==> src/rtl/modulo_updown_counter_pkg.sv <==
// Shared desk-clock timebase definitions: count direction and the standard
// moduli used by the seconds/minutes/hours/day-of-week digit groups.
package modulo_updown_counter_pkg;

  typedef enum logic {
    DIR_UP = 1'b0,
    DIR_DN = 1'b1
  } dir_e;

  localparam int unsigned SEC_MOD  = 60;
  localparam int unsigned MIN_MOD  = 60;
  localparam int unsigned HR24_MOD = 24;
  localparam int unsigned HR12_MOD = 12;
  localparam int unsigned DOW_MOD  = 7;

endpackage

==> src/rtl/modulo_updown_counter.sv <==
// Cascadable up/down modulo counter with programmable modulus, synchronous
// load/clear, zero-latency carry/borrow and a sticky wrap flag.
module modulo_updown_counter
  import modulo_updown_counter_pkg::*;
#(
  parameter int unsigned WIDTH     = 8,
  parameter int unsigned RESET_MOD = SEC_MOD
) (
  input  logic             i_sysclk,
  input  logic             i_reset,
  input  logic             i_en,
  input  logic             i_dir,
  input  logic             i_clear,
  input  logic             i_load,
  input  logic [WIDTH-1:0] i_load_val,
  input  logic             i_mod_we,
  input  logic [WIDTH-1:0] i_mod,
  input  logic             i_wrap_ack,
  output logic [WIDTH-1:0] o_count,
  output logic [WIDTH-1:0] o_mod,
  output logic             o_carry,
  output logic             o_wrap_sticky
);

  localparam logic [WIDTH-1:0] RST_MOD = WIDTH'(RESET_MOD);
  localparam logic [WIDTH:0]   FULL_M  = {1'b1, {WIDTH{1'b0}}};

  // Modulus arithmetic is carried in WIDTH+1 bits so a zero modulus can
  // stand for 2^WIDTH without truncating Last.
  logic [WIDTH:0]   eff_m;
  logic [WIDTH:0]   last;
  logic [WIDTH:0]   new_m;
  logic [WIDTH:0]   count_ext;
  logic             at_top;
  logic             at_zero;
  logic             wrap;
  logic [WIDTH-1:0] count_d;
  logic [WIDTH-1:0] mod_d;
  logic             sticky_d;

  always_comb begin
    eff_m     = (o_mod == '0) ? FULL_M : {1'b0, o_mod};
    last      = eff_m - 1'b1;
    new_m     = (i_mod == '0) ? FULL_M : {1'b0, i_mod};
    count_ext = {1'b0, o_count};
    at_top    = (count_ext >= last);
    at_zero   = (o_count == '0);
    wrap      = ~i_reset & i_en & ~i_clear & ~i_load & ~i_mod_we &
                ((i_dir == DIR_UP) ? at_top : at_zero);
  end

  assign o_carry = wrap;

  always_comb begin
    count_d  = o_count;
    mod_d    = o_mod;
    sticky_d = o_wrap_sticky;

    if (i_clear) begin
      count_d = '0;
    end else if (i_load) begin
      count_d = ({1'b0, i_load_val} < eff_m) ? i_load_val : last[WIDTH-1:0];
    end else if (i_mod_we) begin
      mod_d = i_mod;
      if (count_ext >= new_m) count_d = '0;
    end else if (i_en) begin
      // The >= on the up path also pulls an out-of-range count back to 0.
      if (i_dir == DIR_UP) count_d = at_top  ? '0               : o_count + 1'b1;
      else                 count_d = at_zero ? last[WIDTH-1:0]  : o_count - 1'b1;
    end

    if (wrap)            sticky_d = 1'b1;
    else if (i_wrap_ack) sticky_d = 1'b0;
  end

  always_ff @(posedge i_sysclk or posedge i_reset) begin
    if (i_reset) begin
      o_count       <= '0;
      o_mod         <= RST_MOD;
      o_wrap_sticky <= 1'b0;
    end else begin
      o_count       <= count_d;
      o_mod         <= mod_d;
      o_wrap_sticky <= sticky_d;
    end
  end

endmodule

==> config.mk <==
export PLATFORM = sky130hd
export DESIGN_NAME = modulo_updown_counter
export DESIGN_NICKNAME = d
export VERILOG_FILES = /design/src/rtl/modulo_updown_counter_pkg.sv /design/src/rtl/modulo_updown_counter.sv
export SDC_FILE = /design/constraint.sdc
export NUM_CORES = 1
export LEC_CHECK = 0
export ABC_AREA = 1
export CAP_MARGIN = 20
export CORE_MARGIN = 4
export CORE_UTILIZATION = 54
export CTS_CLUSTER_SIZE = 12
export DETAILED_ROUTE_END_ITERATION = 7
export MAX_ROUTING_LAYER = met4
export PLACE_DENSITY = 0.82
export RECOVER_POWER = 100
export SKIP_CTS_REPAIR_TIMING = 1
export SLEW_MARGIN = 40
export SYNTH_ARGS = -nofsm -noshare
export SYNTH_HDL_FRONTEND = slang
export SYNTH_SLANG_ARGS = --single-unit
==> constraint.sdc <==
create_clock -name i_sysclk -period 4.12 [get_ports i_sysclk]
set_clock_uncertainty 0.2 [all_clocks]
set_input_delay 0.824 -clock i_sysclk [delete_from_list [all_inputs] [get_ports i_sysclk]]
set_output_delay 0.824 -clock i_sysclk [all_outputs]
set_load 0.03 [all_outputs]
==> reports/results.ini, run 1 <==
[floorplan]
pin_count = 42
core-area_um2 = 4058
num_rows = 23
start_util = 0.5671
die_w_um = 73.28
dieArea_um2 = 5369
die_h_um = 73.28

[routing]
drtIter0Drc = 256
routed_wl_um = 6662
ant_nets = 0
first_pass_iters = 5
via_count = 2476
vias_per_cell = 5.589
drc = 0
wl_per_cell_um = 15.04

[critical_path]
arrival_ns = 2.81
end_kind = output pin
critical_path_class = reg -> out
cp-start-kind = flip-flop
path_max_fanout = 9
required_ns = 3.10
path_cells = inv_2 -> ha_4 -> nand3_4 -> inv_4 -> nand2_8 -> nand2_2 -> nand3_1 -> nand2_1 -> nand2_1 -> ha_1 -> nand4_1 -> or2_2 -> nand4_1 -> nand2_2 -> nand2_1 -> nand3_1 -> inv_1 -> buf_4
max_stage_delay_ns = 0.38
crit_path_frequent_cell = nand2_1
crit_slowest_cell = dfrtp_1

[global_routing]
grt_pass1_vias = 2303
grt_start_max_net_pins = 18
antenna_found_initial = 0
grtUsageTotal = 0.2696
grt_pass1_wl_um = 10940
grt-ovfl-total = 0

[run]
drv_cap = 0

[final_layout]
final_cell_mix = 102 x nand2_1, 38 x nand3_1, 28 x inv_1
multi_input_area_um2 = 1648
final_util = 0.6907
fillCellCount = 351
regArea_um2 = 430.4
layout_commonest_cell = nand2_1
n_antenna_cell = 0
layout-drive-gt1-share = 0.1374
nets = 445
stdcell_area_um2 = 2803
syn_to_final_growth_pct = 21.81

[clocking]
cts-root-buf = clkbuf_8
clk_latency_ns = 0.25
cts_inserted_buffers = 3
cts.path.max_buffers = 2
htree_levels = 1
cts_tree = done
cts_sinks = 17
cts.reportedPaths.clkPinSlew_ns = 0.06

[sta]
fmax_mhz = 261.2
fin_hold_ws_ns = 0.3380
rsz0062_at_grt = no
period_needed_ns = 3.829
hold_violations = 0
drv_slew = 0
worst_pin_slew_ns = 0.6282
finalSetupTns_ns = 0
relSlewSlack = 0.5808
setup_viol = 0
post-route-period-util = 0.9294

[logic_synthesis]
synth_cell_types = 35
yosysWarnings = 0
syn-cell-area_um2 = 2301
synth.yosys.seq_area_share = 0.1871
synth_cells = 349
synth_nets = 400
yosys.area.top_type_share = 0.1664
yosysTopAreaCell = nand2_1
ys_ff_latch = 17
synth_area_leaders = nand2_1 17%, ha_1 15%, dfrtp_1 14%
synth.avg_cell_area_um2 = 6.593

[min_path]
hp-class = reg -> reg

[power_and_ir_drop]
vdd_drop_max_mv = 0.2473
power.density_nw_per_um2 = 371.6
p_leak_nw = 1.446

[place]
place_area_um2 = 2766
io_buffer_count = 41
gp_congestion = 1.103
dpl.hpwl_um = 5418

[run_status]
outcome = complete, no violations

## power by group
part	leakage [nW]	switching (mW)	internal (mW)	total, mW
registers	0.211	0.0572	0.198	0.255
clock network	0.0228	0.0541	0.0686	0.123
logic	1.21	0.417	0.246	0.663
total	1.45	0.528	0.513	1.04
## routing by layer
layer / up-vias / routed length [µm] / part of all wire / global-route usage
met5: - / 0 / 0 / -
met3: 8 / 450 / 0.068 / 0.03283
met4: 0 / 61 / 0.0092 / 0.05738
li1: 1233 / - / - / -
met1: 1127 / 3050 / 0.46 / 0.3702
met2: 108 / 3099 / 0.47 / 0.4260
## synthesized netlist by cell type
| cell | instances |
|---|---|
| buf_4 | 1 |
| nand2_8 | 1 |
| ha_1 | 27 |
| nor2_8 | 3 |
| nor3_1 | 2 |
| xor2_1 | 7 |
| o21a_1 | 2 |
| buf_2 | 1 |
| nand3b_1 | 1 |
| nand4_1 | 13 |
| nand3_1 | 38 |
| nand2_4 | 4 |
| nor3b_2 | 1 |
| inv_4 | 2 |
| inv_2 | 17 |
| or2_2 | 1 |
| nand2_1 | 102 |
| nor2_1 | 22 |
| a21boi_1 | 1 |
| a21o_1 | 2 |
| clkinv_2 | 1 |
| dfrtp_1 | 13 |
| and3_1 | 1 |
| a21oi_1 | 15 |
| clkbuf_1 | 2 |
| nor2_4 | 2 |
| inv_1 | 30 |
| o21ai_1 | 6 |
| nor2_2 | 4 |
| nand2_2 | 4 |
| xnor2_1 | 2 |
| o21ai_0 | 13 |
| nand3_4 | 2 |
| nand3_2 | 2 |
| dfstp_2 | 4 |
## sequential cells by signal (all words and copies together) (netlist names)
signal / flops
o_count: 8
o_mod: 8
o_wrap_sticky: 1
## stage by stage
stage               std cells  power, mW  setup slack, ns
floorplan                 349     0.7069           0.4471
global placement          438     0.9042           0.4289
detailed placement        438     0.9127           0.3359
CTS                       442      1.036          0.07174
global route              443      1.127          0.02878
finish                    443      1.041           0.2909
## worst max-delay path: cells and delay by family (launching register included)
family,cells,cell delay [ns]
DFF,1,0.38
buffers and inverters,4,0.41
adders and majority gates,2,0.47
and+or+nand+nor,12,1.28
## cells by family (layout without fill, tap and decap cells)
group	after synthesis	after routing	synth area share
AND/OR/NAND/NOR	203	203	0.4486
buffers and inverters	54	98	0.09298
AO/OA/AOI/OAI	39	39	0.09026
adder cells (fa/ha/maj)	27	27	0.1468
flip-flops	17	17	0.1871
XOR/XNOR	9	9	0.03426
## final cells by class
class,instances,share of cell area
multi-input cells,278,0.5879
well taps,50,0.02232
inverters,50,0.06920
clock buffers,4,0.01607
repair buffers,44,0.1509
flip-flops and latches,17,0.1536
## worst paths after layout
kind                                     from       endpoint  slack (ns)  cells past startpoint
worst max-delay path                 o_mod[1]        o_carry        0.29                     18
worst min-delay path            o_wrap_sticky  o_wrap_sticky        0.34                      2
worst max register to register       o_mod[1]     o_count[7]        1.34                     18
worst min register to register  o_wrap_sticky  o_wrap_sticky        0.34                      2
max in group asynchronous             i_reset       o_mod[6]        2.40                      2
min in group asynchronous             i_reset  o_wrap_sticky        0.91                      2
(Power assumes the default switching activity.)
==> run 2, diff against run 1 <==
--- a/config.mk
+++ b/config.mk
@@ -11,6 +11,7 @@
 export CORE_UTILIZATION = 54
 export CTS_CLUSTER_SIZE = 12
 export DETAILED_ROUTE_END_ITERATION = 7
+export HOLD_SLACK_MARGIN = 0.12
 export MAX_ROUTING_LAYER = met4
 export PLACE_DENSITY = 0.82
 export RECOVER_POWER = 100
==> results of run 2 <==
No change in the layout: final DEF, timing and power equal those of run 1.
==> run 3, diff against run 2 <==
==> constraint.sdc (replaced) <==
create_clock -name i_sysclk -period 4.12 [get_ports i_sysclk]
set_clock_uncertainty 0.2 [all_clocks]
set_input_delay 1.03 -clock i_sysclk [delete_from_list [all_inputs] [get_ports i_sysclk]]
set_output_delay 1.03 -clock i_sysclk [all_outputs]
set_load 0.03 [all_outputs]
==> reports/results.ini, run 3 (same netlist as run 1, synthesis figures left out) <==
[power_and_ir_drop]
internal-power_mw = 0.5218  ; was 0.5132 mW
p_seq_frac = 0.242  ; was 0.245
p_leak_nw = 1.459  ; was 1.446 nW
p_clk_frac = 0.119  ; was 0.118
power_switching_mw = 0.5312  ; was 0.5282 mW
switching_share = 0.5045  ; was 0.5072
vdd_drop_max_mv = 0.2426  ; was 0.2473 mV
power.density_nw_per_um2 = 368.2  ; was 371.6 nW/µm²
comb_power_share = 0.639  ; was 0.637

[clocking]
clk_latency_ns = 0.25  ; about the same
cts_tree = done  ; unchanged
cts.reportedPaths.clkPinSlew_ns = 0.06  ; about the same
cts-root-buf = clkbuf_8  ; unchanged
cts_sinks = 17  ; unchanged
cts_inserted_buffers = 3  ; unchanged
cts.path.max_buffers = 2  ; unchanged
htree_levels = 1  ; unchanged

[sta]
setup_viol = 0  ; unchanged
worst_pin_slew_ns = 0.6937  ; was 0.6282 ns
relSlewSlack = 0.5370  ; was 0.5808
period_needed_ns = 3.948  ; was 3.829 ns
hold_violations = 0  ; unchanged
fmax_mhz = 253.3  ; was 261.2 MHz
finalSetupTns_ns = 0  ; unchanged
drv_slew = 0  ; unchanged
post-route-period-util = 0.9581  ; was 0.9294
setup_ws_ns = 0.1724  ; was 0.2909 ns
fin_hold_ws_ns = 0.3421  ; was 0.3380 ns

[routing]
via_count = 2502  ; was 2476
ant_nets = 0  ; unchanged
routed_wl_um = 6767  ; was 6662 µm
wl_per_cell_um = 15.21  ; was 15.04 µm
drc = 0  ; unchanged
first_pass_iters = 5  ; unchanged
drtIter0Drc = 264  ; was 256
vias_per_cell = 5.622  ; was 5.589

[critical_path]
cp-start-kind = flip-flop  ; unchanged
rr_startpoint = o_mod[0]  ; was o_mod[1]
reg2regPathDepth = 19  ; was 18
end_kind = output pin  ; unchanged
required_ns = 2.89  ; was 3.10 ns
path_cells = inv_2 -> ha_4 -> nand3_4 -> inv_4 -> nand2_8 -> nand2_8 -> nand3_1 -> nand2_1 -> nand2_2 -> ha_4 -> nand4_1 -> or2_2 -> nand4_1 -> nand2_1 -> nand2_2 -> nand3_2 -> inv_1 -> buf_6  ; was inv_2 -> ha_4 -> nand3_4 -> inv_4 -> nand2_8 -> nand2_2 -> nand3_1 -> nand2_1 -> nand2_1 -> ha_1 -> nand4_1 -> or2_2 -> nand4_1 -> nand2_2 -> nand2_1 -> nand3_1 -> inv_1 -> buf_4
crit_slowest_cell = dfrtp_1  ; unchanged
reg2reg_slack_ns = 1.19  ; was 1.34 ns
critical_path_class = reg -> out  ; unchanged
path_max_fanout = 6  ; was 9
crit_buf_inv = 4  ; unchanged
arrival_ns = 2.72  ; was 2.81 ns
cp-startpoint = o_mod[0]  ; was o_mod[1]
cp.depth = 18  ; unchanged
max_stage_delay_ns = 0.41  ; was 0.38 ns
worst_path_dominant_cell_family = simple AND/OR/NAND/NOR gates  ; unchanged

[final_layout]
layout_commonest_cell = nand2_1  ; unchanged
nets = 447  ; was 445
top_regs = o_count (8), o_mod (8), o_wrap_sticky (1)  ; unchanged
final_cell_mix = 101 x nand2_1, 37 x nand3_1, 28 x inv_1  ; was 102 x nand2_1, 38 x nand3_1, 28 x inv_1
n_antenna_cell = 0  ; unchanged
fin_cells = 445  ; was 443
layout-drive-gt1-share = 0.1519  ; was 0.1374
syn_to_final_growth_pct = 24.31  ; was 21.81%

[floorplan]
die_w_um = 73.28  ; unchanged
die_h_um = 73.28  ; unchanged
dieArea_um2 = 5369  ; unchanged
num_rows = 23  ; unchanged
core-area_um2 = 4058  ; unchanged
start_util = 0.5671  ; unchanged
pin_count = 42  ; unchanged

[global_routing]
antenna_found_initial = 0  ; unchanged
grt_pass1_vias = 2428  ; was 2303
grt_start_max_net_pins = 18  ; unchanged
grt-ovfl-total = 0  ; unchanged
grt_pass1_wl_um = 11360  ; was 10940 µm
grtUsageTotal = 0.2784  ; was 0.2696

[min_path]
min_path_cells = 2  ; unchanged
hp-class = reg -> reg  ; unchanged
hp-start = o_wrap_sticky  ; unchanged

[place]
dpl.hpwl_um = 5378  ; was 5418 µm
pre_cts_ws_ns = 0.2383  ; was 0.3359 ns
gp_congestion = 1.012  ; was 1.103
io_buffer_count = 41  ; unchanged
numPlacedInstances = 439  ; was 438

[run_status]
outcome = complete, no violations  ; unchanged

[run]
drv_cap = 0  ; unchanged

[run 3: worst reg2reg max path: stages, from the launching register on]
cell	delay, ns
dfrtp_1	0.41
inv_2	0.10
ha_4	0.16
nand3_4	0.09
inv_4	0.10
nand2_8	0.08
nand2_8	0.08
nand3_1	0.08
nand2_1	0.10
nand2_2	0.08
ha_4	0.28
nand4_1	0.09
or2_2	0.30
nand4_1	0.09
nand2_1	0.08
buf_4	0.18
nand3_1	0.08
nand2_1	0.10
nand2_1	0.10
nand2_1	0.06
[run 3: power groups by stage]
| stage | Clock, mW | Sequential, mW | Combinational, mW |
|---|---|---|---|
| 2_1_floorplan | 0 | 0.291 | 0.416 |
| 3_3_place_gp | 0 | 0.256 | 0.640 |
| 3_5_place_dp | 0 | 0.257 | 0.652 |
| 4_1_cts | 0.126 | 0.254 | 0.658 |
| 5_1_grt | 0.136 | 0.259 | 0.748 |
| 6_report | 0.125 | 0.255 | 0.673 |
[run 3: final cells by class]
type                            instances  area, µm²
Sequential cell                        17      430.4
Fill cell                             352       1197
Multi-Input combinational cell        278       1687
Inverter                               50      193.9
Clock buffer                            4      45.04
Tap cell                               50      62.56
Timing Repair Buffer                   46      441.7
[run 3: final timing paths]
path / to
max: o_carry
min: o_wrap_sticky
max reg2reg: o_count[6]
min reg2reg: o_wrap_sticky
max in group asynchronous: o_mod[0]
min in group asynchronous: o_count[4]
[run 3: layer usage]
| metal | GRT usage | vias to the layer above | part of all wire |
|---|---|---|---|
| met1 | 0.3693 | 1122 | 0.44 |
| met5 | - | - | 0 |
| met2 | 0.4469 | 122 | 0.46 |
| met3 | 0.02462 | 20 | 0.074 |
| li1 | - | 1238 | - |
| met4 | 0.09016 | 0 | 0.026 |
[run 3: through the flow]
step | utilization | power (mW) | instance area [µm²]
4_1_cts | 0.6947 | 1.039 | 2819
3_5_place_dp | 0.6836 | 0.9091 | 2774
3_3_place_gp | 0.6836 | 0.8960 | 2774
6_report | 0.7049 | 1.053 | 2860
2_1_floorplan | - | 0.7069 | 2301
5_1_grt | 0.7049 | 1.143 | 2860
